## src/rtl/counter_pkg.sv

```systemverilog
// Shared definitions for the mod-N prescaled counter slice.
package counter_pkg;

  typedef enum logic {
    DIR_DOWN = 1'b0,
    DIR_UP   = 1'b1
  } dir_e;

  // clog2 of the prescale ratio, held at one bit so PRESCALE=1 still has a legal phase register.
  function automatic int unsigned phase_width(input int unsigned prescale);
    return (prescale > 1) ? $clog2(prescale) : 1;
  endfunction

endpackage

```

## src/rtl/tick_prescaler.sv

```systemverilog
// Enable-tick generator: counts enabled cycles 0..PRESCALE-1 and pulses tick on the last one.
// Only instantiated when PRESCALER_EN is defined.
module tick_prescaler
  import counter_pkg::*;
#(
  parameter int PRESCALE = 4
) (
  input  logic clk,
  input  logic reset,
  input  logic enable,
  input  logic clear,
  output logic tick
);

  localparam int unsigned PW = phase_width(PRESCALE);
  localparam logic [PW-1:0] LAST = PW'(PRESCALE - 1);

  logic [PW-1:0] phase_q;
  logic [PW-1:0] phase_d;

  assign tick = enable && (phase_q == LAST);

  always_comb begin
    phase_d = phase_q;
    if (clear) begin
      phase_d = '0;
    end else if (tick) begin
      phase_d = '0;
    end else if (enable) begin
      phase_d = phase_q + PW'(1);
    end
  end

  always_ff @(posedge clk or posedge reset) begin
    if (reset) begin
      phase_q <= '0;
    end else begin
      phase_q <= phase_d;
    end
  end

endmodule

```

## src/rtl/modn_prescaled_counter.sv

```systemverilog
// Up/down modulo-MOD_N counter with saturating parallel load and a registered wrap pulse.
// Define PRESCALER_EN to step only once every PRESCALE enabled cycles.
module modn_prescaled_counter
  import counter_pkg::*;
#(
  parameter int WIDTH    = 4,
  parameter int MOD_N    = 10,
  parameter int PRESCALE = 4
) (
  input  logic             clk,
  input  logic             reset,
  input  logic             enable,
  input  logic             up_down,
  input  logic             load,
  input  logic [WIDTH-1:0] load_value,
  output logic [WIDTH-1:0] count,
  output logic             tc
);

  if (MOD_N < 2 || MOD_N > (2 ** WIDTH) || PRESCALE < 1) begin : g_param_check
    $fatal(1, "modn_prescaled_counter: illegal WIDTH/MOD_N/PRESCALE combination");
  end

  localparam logic [WIDTH-1:0] CNT_MAX = WIDTH'(MOD_N - 1);

  logic             step_tick;
  logic [WIDTH-1:0] count_q;
  logic [WIDTH-1:0] count_d;
  logic             tc_q;
  logic             tc_d;

`ifdef PRESCALER_EN
  tick_prescaler #(
    .PRESCALE(PRESCALE)
  ) u_prescaler (
    .clk   (clk),
    .reset (reset),
    .enable(enable),
    .clear (load),
    .tick  (step_tick)
  );
`else
  assign step_tick = 1'b1;
`endif

  always_comb begin
    count_d = count_q;
    tc_d    = 1'b0;
    if (load) begin
      count_d = (load_value > CNT_MAX) ? CNT_MAX : load_value;
    end else if (enable && step_tick) begin
      if (up_down == DIR_UP) begin
        if (count_q == CNT_MAX) begin
          count_d = '0;
          tc_d    = 1'b1;
        end else begin
          count_d = count_q + WIDTH'(1);
        end
      end else begin
        if (count_q == '0) begin
          count_d = CNT_MAX;
          tc_d    = 1'b1;
        end else begin
          count_d = count_q - WIDTH'(1);
        end
      end
    end
  end

  always_ff @(posedge clk or posedge reset) begin
    if (reset) begin
      count_q <= '0;
      tc_q    <= 1'b0;
    end else begin
      count_q <= count_d;
      tc_q    <= tc_d;
    end
  end

  assign count = count_q;
  assign tc    = tc_q;

endmodule
```

## config.mk

```make
export PLATFORM = sky130hd
export DESIGN_NAME = modn_prescaled_counter
export DESIGN_NICKNAME = d
export VERILOG_FILES = /design/src/rtl/counter_pkg.sv /design/src/rtl/tick_prescaler.sv /design/src/rtl/modn_prescaled_counter.sv
export SDC_FILE = /design/constraint.sdc
export NUM_CORES = 1
export LEC_CHECK = 0
export ABC_CLOCK_PERIOD_IN_PS = 3000
export BUFFER_PORTS_ARGS = -buffer_cell sky130_fd_sc_hd__buf_2
export CORE_AREA = 4 4 41 43
export CTS_BUF_LIST = sky130_fd_sc_hd__clkbuf_16
export CTS_CLUSTER_DIAMETER = 150
export CTS_CLUSTER_SIZE = 40
export DETAILED_ROUTE_END_ITERATION = 8
export DIE_AREA = 0 0 45 47
export SKIP_CTS_REPAIR_TIMING = 1
export SLEW_MARGIN = 20
export SYNTH_ARGS = -nofsm -noshare
export SYNTH_HDL_FRONTEND = slang
export SYNTH_SLANG_ARGS = --single-unit
```

## constraint.sdc

```tcl
create_clock -name clk -period 3 [get_ports clk]
set_input_delay 0.3 -clock clk [delete_from_list [all_inputs] [get_ports clk]]
set_output_delay 0.3 -clock clk [all_outputs]
set_load 0.01 [all_outputs]
```

After elaboration in Yosys (flattened, before gate mapping)

Index checks and enable logic that the tools add are counted.

$add $sub $neg: 2
$lt $le $gt $ge: 1
Equality and inequality tests: 1
Muxes and demuxes: 11
Reductions and logical operators: 2

Operators by type and width:

| cell                                                                | count |
|---|---|
| 4-bit 2-to-1 mux                                                    | 6 |
| 1-bit 2-to-1 mux                                                    | 5 |
| 4-bit by 1-bit adder with 4-bit output (second input constant)      | 1 |
| 4-bit equality test (second input constant)                         | 1 |
| 4-bit greater-than comparator (second input constant)               | 1 |
| 4-bit logical NOT                                                   | 1 |
| 4-bit by 1-bit subtractor with 4-bit output (second input constant) | 1 |
| 2-bit nonzero test                                                  | 1 |

Register bits: 5
Output and inout port bits: 5

Depth between registers and ports, before layout

Gate-level depths: netlist (run 1).

Depth after elaboration: 5
Depth in mapped cells: 4
Mapped depth without buffers: 3

Least setup slack after synthesis (run 1)

No wires, ideal clock.

Path type: register -> register
From: reg count_q[2] (netlist: count[2])
To: reg count_q[3] (netlist: count[3])
Arrival: 1391 ps
Path slack: 1543 ps
Cell stages (with the launch flop): 5
Path buffers: 1
Cell sequence: dfrtp_1 > buf_4 > or4_4 > a211oi_2 > a221o_1

Word-level cells in the longest chain between the ends: 5

Ends and longest elaborated chain:

| item                                                                | line                                                       | source |
|---|---|---|
| start: declaration                                                  | modn_prescaled_counter.sv:27                               | `logic [WIDTH-1:0] count_q;` |
| start signal: assignment                                            | modn_prescaled_counter.sv:75                               | `count_q <= count_d;` |
| 4-bit by 1-bit subtractor with 4-bit output (tied with other cells) | modn_prescaled_counter.sv:64                               | `count_d = count_q - WIDTH'(1);` |
| 4-bit 2-to-1 mux (on tied branches)                                 | modn_prescaled_counter.sv:60, modn_prescaled_counter.sv:53 |  |
| 4-bit 2-to-1 mux (*)                                                | modn_prescaled_counter.sv:52                               | `if (up_down == DIR_UP) begin` |
| 4-bit 2-to-1 mux (*)                                                | modn_prescaled_counter.sv:51                               | `end else if (enable && step_tick) begin` |
| 4-bit 2-to-1 mux (*)                                                | modn_prescaled_counter.sv:49                               | `if (load) begin` |

Mark *: on every way between the ends. The rest lies on a longest branch, timed or not. The select of a mux whose other input is x is not followed.
A chain may end at the register's enable or synchronous reset.

Final worst setup path (run 1)

From: reg count_q[1] (netlist: count[1])
To: reg count_q[3] (netlist: count[3])

Same word-level chain as after synthesis.

==> results of run 1 <==
[cells by family after synthesis]
group                     after synthesis  synth area share [%]
buffers and inverters                  10                  12.3
DFF                                     5                  30.8
and+or+nand+nor                        16                  24.3
AOI/OAI and AO/OA                      14                  26.2
xor gates and xnor gates                3                  6.46
[state kept, by name, summed over array words and instances, names as in the netlist]
register  count
count         4
tc            1
[metrics by stage]
stage | setup WS, ns | hold WS, ns | util [%] | power (mW)
after floorplan | 1.54 | 0.0785 | - | 0.143
after global placement | 1.59 | 0.213 | 35.0 | 0.156
after detailed placement | 1.55 | 0.214 | 35.0 | 0.156
after CTS | 1.54 | -0.0292 | 41.1 | 0.380
after global routing | 1.48 | 0.364 | 41.8 | 0.394
final | 1.54 | 0.331 | 41.8 | 0.377
[synth_stat cells (all sizes together), types with 2 or more instances]
library cell	number	area, sq um
nand2b	3	18.8
xnor2	2	17.5
inv	4	15.0
dfrtp	5	125
nor2	2	7.51
clkbuf	3	11.3
o21ai	3	15.0
buf	3	23.8
a21oi	2	10.0
[per-layer routing]
metal / global-route usage [%] / vias to the layer above / wire [microns]
met1: 13.8 / 186 / 427
met2: 14.7 / 21 / 429
met4: 5.26 / 0 / 12
met3: 8.43 / 2 / 138
met5: 0 / - / 0
li1: - / 197 / -
[power by group]
part | leakage (nW) | internal (mW) | switching [mW]
logic | 0.136 | 0.0317 | 0.0288
clock network | 0.0423 | 0.173 | 0.0474
registers | 0.0623 | 0.0754 | 0.0207
total | 0.241 | 0.280 | 0.0970
[cell type report]
class | instances | area, sq um | area share (%)
inverter | 4 | 15.0 | 2.76
clock inverter | 1 | 3.75 | 0.690
tap | 15 | 18.8 | 3.45
sequential | 5 | 125 | 23.0
multi-input combinational | 33 | 231 | 42.5
clock buffer | 3 | 75.1 | 13.8
timing repair buffer | 14 | 75.1 | 13.8
[worst max path at each step]
stage,start,end,slack (ns)
after floorplan,count[2]$_DFFE_PP0P_,count[3]$_DFFE_PP0P_,1.54
after global placement,count[1]$_DFFE_PP0P_,count[3]$_DFFE_PP0P_,1.59
final,count[1]$_DFFE_PP0P_,count[3]$_DFFE_PP0P_,1.54
after CTS,count[1]$_DFFE_PP0P_,count[3]$_DFFE_PP0P_,1.54
after global routing,count[0]$_DFFE_PP0P_,count[1]$_DFFE_PP0P_,1.48
after detailed placement,count[1]$_DFFE_PP0P_,count[3]$_DFFE_PP0P_,1.55
[tightest hold or removal path: stages]
cell     delay (ns)
buf_2          0.07
o21ai_0        0.07
o21ai_0        0.07
==> reports/results.ini, run 1 <==
[outcome]
outcome = finished clean

[run]
cap_violations = 0

[sta]
slew_headroom_pct = 75.4
hold_viol = 0
finalSetupViolCount = 0
setup_tns_ns = 0
fin_skew_ns = 0.00304
finalCritPeriodShare_pct = 48.6
worstMarginPinSlew_ns = 0.368
grt_setup_unrepaired = no
fmax_ghz = 0.686
finalCriticalPeriod_ns = 1.46
finalMaxSlewViolations = 0

[critical_path]
arrival_ns = 1.63
endpoint_kind = flip-flop
crit_family = simple AND/OR/NAND/NOR gates
r2r_slack_ns = 1.54
worst-path-buf-inv = 0
rr_worst_depth = 3
crit_type = flip-flop to flip-flop
cp-start-kind = flip-flop
crit_required_ns = 3.17
crit_path_top_delay_cell = or4_4
cp_slowest_stage_delay_ns = 0.58
path_depth = 3
critPathMaxFanout = 11
r2r_end = count[3]$_DFFE_PP0P_
crit_chain = or4_4, a211oi_2, a221o_1
r2r_start = count[1]$_DFFE_PP0P_

[clock_network]
clk_pin_slew_worst_paths_ns = 0.04
clk_path_buf_depth = 2
cts_max_level = 1
cts_buffers = 3
cts_tree = done
clock_latency_ns = 0.23
cts.sinks = 5
cts_root_buf = clkbuf_16

[power_and_ir_drop]
power.leakage_nw = 0.241
power_density_nw_per_um2 = 693
peakVddDrop_uv = 268

[placed_design]
io_buffers = 13
postPlaceCellArea_sq_um = 455
place_hpwl_microns = 705
dpl.cell_count = 70
gp_congestion = 0.731

[synthesis]
synth.distinct_cells = 32
synth_edf_count = 0
yosysWarningCount = 0
synth_seq_cells = 5
synth.avg_cell_area_sq_um = 8.47
synthCells = 48
synth_top_flop_cell = dfrtp_1
syn_nets = 57
syn_area_sq_um = 407
ys_seq_area_share_pct = 30.8
synthArstFlopShare_pct = 100

[global_routing]
grt_start_max_net_pins = 12
antenna_found_initial = 0
grt_pass1_vias = 333
grt_first_pass_wirelength_mm = 1.61
grt_usage_pct = 11.3
grt_remaining_overflow = 0

[floorplan]
fp.dieH_microns = 47
initial_utilization_pct = 31.3
die_x_microns = 45
dieArea_sq_um = 2120
core.rowCount = 13
core-area_sq_um = 1300
num_io_pins = 14

[drt]
drc_errors = 0
drt-initial-drc-count = 9
vias = 406
vias_per_cell = 5.41
first_pass_iters = 6
finalWirelength_mm = 1.01
wl_per_cell_microns = 13.4
final_antenna_net_count = 0

[cells_and_area]
drive_above_1_share_pct = 30.0
mostFrequentLayoutCells = buf_2 (13), inv_1 (5), dfrtp_1 (5)
final_design_area_no_fill_sq_um = 544
fin_nets = 70
fill_cells = 135
final_common_cell = buf_2
area_growth_pct = 33.8
antenna_cells = 0
fin_cells = 75

[worst_hold_path]
min_path_cells = 3
hp-class = input port to flip-flop
whs_endpoint = count[0]$_DFFE_PP0P_
hp-start = load_value[0]

(Power assumes the default switching activity.)
==> run 2: changes to the inputs <==
--- a/config.mk
+++ b/config.mk
@@ -5,7 +5,8 @@
 export SDC_FILE = /design/constraint.sdc
 export NUM_CORES = 1
 export LEC_CHECK = 0
-export ABC_CLOCK_PERIOD_IN_PS = 3000
+export ABC_AREA = 1
+export ABC_CLOCK_PERIOD_IN_PS = 1430
 export BUFFER_PORTS_ARGS = -buffer_cell sky130_fd_sc_hd__buf_2
 export CORE_AREA = 4 4 41 43
 export CTS_BUF_LIST = sky130_fd_sc_hd__clkbuf_16
==> constraint.sdc (replaced) <==
create_clock -name clk -period 1.43 [get_ports clk]
set_input_delay 0.143 -clock clk [delete_from_list [all_inputs] [get_ports clk]]
set_output_delay 0.143 -clock clk [all_outputs]
set_load 0.01 [all_outputs]
==> run 2 against run 1 <==
Compared with the run above: clock power rose by 110%; die area did not move; largest cell class unchanged; combinational power rose to 2.8 times the previous value; critical path depth rose by 4; core utilization rose by 0.87 points; largest power group unchanged; setup slack got worse by 1.3 ns; clock skew fell by 0.0012 ns; non-clock buffer count did not move; sequential share of layout area fell by 0.47 points; sequential power rose by 91%; final cell count rose by 25%.
==> reports/results.ini, run 2 <==
[outcome]
outcome = finished clean

[critical_path]
crit_path_top_delay_cell = dfrtp_1
crit_type = flip-flop to flip-flop
cp_slowest_stage_delay_ns = 0.42
crit_chain = nand2_2, inv_1, nor2_1, nand3_1, nand2_1, nand2_1, a21oi_1
r2r_start = count[1]$_DFFE_PP0P_
path_common_cell = nand2_1
endpoint_kind = flip-flop
cp-start-kind = flip-flop
crit_start = count[1]$_DFFE_PP0P_
arrival_ns = 1.30
crit_required_ns = 1.57
critPathMaxFanout = 5

[drt]
final_antenna_net_count = 0
drt-initial-drc-count = 8
drc_errors = 0
first_pass_iters = 3
finalWirelength_mm = 1.08
vias = 444
vias_per_cell = 4.72
wl_per_cell_microns = 11.4

[global_routing]
antenna_found_initial = 0
grt_pass1_vias = 431
grt_start_max_net_pins = 8
grt_first_pass_wirelength_mm = 1.74
grt_remaining_overflow = 0
grt_usage_pct = 12.0

[synthesis]
synth_top_flop_cell = dfrtp_1
synthMostInstantiatedCell = nand2_1
synth_seq_cells = 5
synth_top_area_cell = dfrtp_1
synth.distinct_cells = 16
synth.avg_cell_area_sq_um = 6.28
syn_area_sq_um = 383
yosys.area_share.simple_pct = 39.2
ys_top_cells_by_count = nand2_1 (14), inv_1 (10), nand3_1 (9)
synthTopCellsByArea = dfrtp_1 (33%), nand2_1 (14%), nand3_1 (12%), inv_1 (9.8%), a31oi_1 (4.9%)
syn_nets = 70
synth_top_family_by_area = simple AND/OR/NAND/NOR gates
synthCells = 61
synth_adder_area_share_pct = 0
synthArstFlopShare_pct = 100
yosys.area.top_type_share_pct = 32.7
ys_seq_area_share_pct = 32.7
synth_compound_area_share_pct = 16.3
synth_edf_count = 0
synth-xor-area-share_pct = 0
muxShareOfSynthArea_pct = 0
yosysWarningCount = 0

[floorplan]
dieArea_sq_um = 2120
num_io_pins = 14
die_x_microns = 45
fp.dieH_microns = 47
initial_utilization_pct = 29.4
core-area_sq_um = 1300
core.rowCount = 13

[clock_network]
cts.sinks = 5
cts_tree = done
clock_latency_ns = 0.23
cts_root_buf = clkbuf_16
cts_max_level = 1
clk_pin_slew_worst_paths_ns = 0.03
clk_path_buf_depth = 2
cts_buffers = 3

[sta]
whs_ns = 0.250
finalCritPeriodShare_pct = 81.1
finalSetupViolCount = 0
hold_viol = 0
slew_headroom_pct = 77.9
grt_setup_unrepaired = no
finalMaxSlewViolations = 0
setup_tns_ns = 0
worstMarginPinSlew_ns = 0.330
finalCriticalPeriod_ns = 1.16
fmax_ghz = 0.862
fin_skew_ns = 0.00180

[power_and_ir_drop]
power_density_nw_per_um2 = 1450
switching_share_pct = 27.4
p_int_mw = 0.584
comb_power_share_pct = 20.7
clockPowerShare_pct = 56.4
p_total_mw = 0.804
switching_power_mw = 0.220
peakVddDrop_uv = 720
power.leakage_nw = 0.317
power_frac_seq_pct = 22.9

[placed_design]
dpl.cell_count = 89
io_buffers = 13
gp_congestion = 0.852
place_hpwl_microns = 868

[run]
cap_violations = 0

[cells_and_area]
antenna_cells = 0
area_growth_pct = 45.1
mostFrequentLayoutCells = nand2_1 (14), buf_2 (13), inv_1 (11)
drive_above_1_share_pct = 27.8
largest_register_ffs = 4
fin_nets = 89
fill_cells = 143
final_util_pct = 42.7
fin_cells = 94
final_common_cell = nand2_1

[worst_hold_path]
hp-class = input port to flip-flop
hp-start = load_value[3]

## run 2: changes by cell type in the layout (fill, tap and decap cells not counted), moves of 3 or more
cell	delta
nand2_1	+13
nand3_1	+8
inv_1	+6
a31oi_1	+3
nand2b_1	-3
nor2_1	+3
## run 2: cell type report
cell class              count  area [sq um]  area share, %
inverters                  12          45.0           8.11
clock inverters             1          3.75          0.676
clock buffers               3          75.1           13.5
well taps                  15          18.8           3.38
repair buffers             14          75.1           13.5
flip-flops and latches      5           125           22.5
multi-input cells          44           213           38.3
## run 2: path summary, 6_finish.rpt
path / endpoint / cells after the start / slack, ns
worst min-delay path: count[3]$_DFFE_PP0P_ / 5 / 0.25
worst max-delay path: count[1]$_DFFE_PP0P_ / 7 / 0.27
worst max register to register: count[1]$_DFFE_PP0P_ / 7 / 0.27
max in group asynchronous: count[3]$_DFFE_PP0P_ / 3 / 0.89
min in group asynchronous: count[2]$_DFFE_PP0P_ / 3 / 0.36
worst min register to register: count[3]$_DFFE_PP0P_ / 2 / 0.65
## run 2: cell families after synthesis
kind of cell,count (synthesis)
AOI/OAI and AO/OA,11
DFF,5
buffers and inverters,12
and+or+nand+nor,33
## run 2: per-layer routing
| layer | routed length (microns) | share of wire (%) | vias up | track usage (%) |
|---|---|---|---|---|
| met5 | 0 | 0 | - | 0 |
| met4 | 6 | 0.56 | 0 | 5.26 |
| met3 | 64 | 6.0 | 2 | 5.75 |
| met2 | 572 | 53 | 13 | 22.9 |
| met1 | 432 | 40 | 194 | 10.7 |
| li1 | - | - | 235 | - |
## run 2: critical path, delay by kind of cell (launching register included)
family / cells / cell delay, ns
DFF: 1 / 0.42
AOI/OAI and AO/OA: 1 / 0.15
buffers and inverters: 1 / 0.08
and+or+nand+nor: 5 / 0.42
## run 2: through the flow
stage / cell area, sq um / setup slack, ns
6_report: 556 / 0.270
5_1_grt: 556 / 0.166
4_1_cts: 546 / 0.264
3_5_place_dp: 467 / 0.274
3_3_place_gp: 467 / 0.303
2_1_floorplan: 383 / 0.360
## run 2: power groups by stage
stage	registers (mW)	clock network [mW]	logic, mW
3_3_place_gp	0.184	0	0.164
2_1_floorplan	0.189	0	0.102
3_5_place_dp	0.186	0	0.165
5_1_grt	0.187	0.473	0.188
6_report	0.184	0.454	0.167
4_1_cts	0.184	0.460	0.166
==> run 3: changes to the inputs <==
--- a/config.mk
+++ b/config.mk
@@ -5,8 +5,8 @@
 export SDC_FILE = /design/constraint.sdc
 export NUM_CORES = 1
 export LEC_CHECK = 0
-export ABC_AREA = 1
-export ABC_CLOCK_PERIOD_IN_PS = 1430
+export ABC_AREA = 0
+export ABC_CLOCK_PERIOD_IN_PS = 900
 export BUFFER_PORTS_ARGS = -buffer_cell sky130_fd_sc_hd__buf_2
 export CORE_AREA = 4 4 41 43
 export CTS_BUF_LIST = sky130_fd_sc_hd__clkbuf_16
==> constraint.sdc (replaced) <==
create_clock -name clk -period 0.9 [get_ports clk]
set_input_delay 0.09 -clock clk [delete_from_list [all_inputs] [get_ports clk]]
set_output_delay 0.09 -clock clk [all_outputs]
set_load 0.01 [all_outputs]
==> run 3 against run 2 <==
Compared with the run above: first-iteration DRC count increased to 2.5 times the previous value; register-to-register slack lost 0.68 ns; highest routed layer unchanged; the flow now finishes with violations (negative setup slack); largest power group unchanged; setup slack got worse by 0.68 ns; critical path type unchanged; die area did not move; non-clock buffer count grew 11; design area grew 25%; wire length rose by 10%; worst hold slack got worse by 0.13 ns; combinational power rose by 130%.
==> reports/results.ini, run 3 (synthesis gave the netlist of run 1 again) <==
[outcome]
outcome = finished, violations left
violations = negative setup slack

[critical_path]
crit_family = simple AND/OR/NAND/NOR gates
path_depth = 3
crit_type = flip-flop to flip-flop
endpoint_kind = flip-flop
r2r_end = count[3]$_DFFE_PP0P_
crit_start = count[0]$_DFFE_PP0P_
critPathMaxFanout = 7
crit_chain = or4_4, a211oi_2, a221o_1
r2r_start = count[0]$_DFFE_PP0P_
arrival_ns = 1.48
crit_path_top_delay_cell = or4_4
cp-start-kind = flip-flop
crit_required_ns = 1.07
crit_path_end = count[3]$_DFFE_PP0P_
rr_worst_depth = 3
cp_slowest_stage_delay_ns = 0.48
worst-path-buf-inv = 0
r2r_slack_ns = -0.41

[sta]
finalSetupViolCount = 9
finalCriticalPeriod_ns = 1.31
whs_ns = 0.116
postLayoutSetupSlackWorst_ns = -0.410
worstMarginPinSlew_ns = 0.330
slew_headroom_pct = 78.0
finalCritPeriodShare_pct = 146
fmax_ghz = 0.763
fin_skew_ns = 0.000932
finalMaxSlewViolations = 0
grt_setup_unrepaired = yes
hold_viol = 0

[cells_and_area]
fin_nets = 81
fin_cells = 86
area_growth_pct = 70.8
final_common_cell = buf_2
largest_register_ffs = 4
drive_above_1_share_pct = 49.3
mostFrequentLayoutCells = buf_2 (12), buf_4 (9), inv_1 (5)
final_design_area_no_fill_sq_um = 694
antenna_cells = 0

[run]
cap_violations = 0

[drt]
first_pass_iters = 4
final_antenna_net_count = 0
vias_per_cell = 5.15
wl_met1_microns = 538
finalWirelength_mm = 1.18
wl_per_cell_microns = 13.8
drt-initial-drc-count = 20
highest_layer = met4
wl_met2_microns = 533
vias = 443
drc_errors = 0
wl_met3_microns = 64

[floorplan]
dieArea_sq_um = 2120
fp.dieH_microns = 47
core-area_sq_um = 1300
die_x_microns = 45
num_io_pins = 14
core.rowCount = 13
initial_utilization_pct = 31.3

[placed_design]
dpl.cell_count = 80
place_hpwl_microns = 827
io_buffers = 13
postPlaceCellArea_sq_um = 562
gp_congestion = 0.763

[global_routing]
grt_first_pass_wirelength_mm = 1.81
grt_pass1_vias = 408
grt_start_max_net_pins = 11
antenna_found_initial = 0
grt_usage_pct = 12.7
grt_remaining_overflow = 0

[clock_network]
clock_latency_ns = 0.23
clk_path_buf_depth = 2
clk_pin_slew_worst_paths_ns = 0.03
cts_tree = done
cts_max_level = 1
cts_root_buf = clkbuf_16
cts_buffers = 3
cts.sinks = 5

[worst_hold_path]
min_path_cells = 3
hp-class = input port to flip-flop

[power_and_ir_drop]
power.leakage_nw = 0.319
peakVddDrop_uv = 755
power_density_nw_per_um2 = 2040
p_total_mw = 1.42

==> run 3: cell types whose count changed in the layout (fill, tap and decap cells not counted), moves of 2 or more <==
cell,before,now
a21oi_1,3,1
nand2_1,14,1
nor2_1,5,2
buf_4,0,9
inv_1,11,5
nand3_1,9,1
nor2_2,2,0
inv_2,2,0
nand2b_1,0,3
buf_6,0,2
a31oi_1,3,0
==> run 3: power breakdown <==
part / switching [mW] / internal, mW / total, mW
Clock: 0.158 / 0.576 / 0.734
Combinational: 0.178 / 0.214 / 0.392
Sequential: 0.0366 / 0.253 / 0.289
==> run 3: area by class of cell <==
type | count | area [sq um]
Sequential cell | 5 | 126
Clock inverter | 1 | 3.75
Fill cell | 117 | 607
Multi-Input combinational cell | 33 | 275
Clock buffer | 3 | 75.1
Inverter | 4 | 15.0
Timing Repair Buffer | 25 | 180
Tap cell | 15 | 18.8
==> run 3: worst min-delay path, cell delays in order <==
cell and delay, ns:
buf_2 0.07, o21ai_0 0.07, o21ai_1 0.07
==> run 3: layer usage <==
metal / global-route usage, % / vias up
li1: - / 220
met1: 14.9 / 201
met2: 19.2 / 17
met3: 2.30 / 5
met4: 12.3 / 0
met5: 0 / -
==> run 3: stage by stage <==
stage          util [%]  setup slack (ns)  TNS [ns]
5_1_grt            53.4            -0.444     -2.15
3_5_place_dp       43.2            -0.394     -1.40
4_1_cts            49.2            -0.430     -2.02
3_3_place_gp       43.2            -0.389     -1.33
2_1_floorplan         -            -0.520     -1.22
6_report           53.4            -0.410     -1.87
==> run 3: worst min-delay path by stage <==
stage                                       to  slack (ns)     startpoint
after global placement    count[3]$_DFFE_PP0P_     -0.0007          reset
after global routing      count[2]$_DFFE_PP0P_        0.14  load_value[2]
final                     count[0]$_DFFE_PP0P_        0.12  load_value[0]
after detailed placement          tc$_DFF_PP0_       0.002          reset
after CTS                         tc$_DFF_PP0_       -0.24          reset
after floorplan           count[0]$_DFFE_PP0P_       -0.13          reset
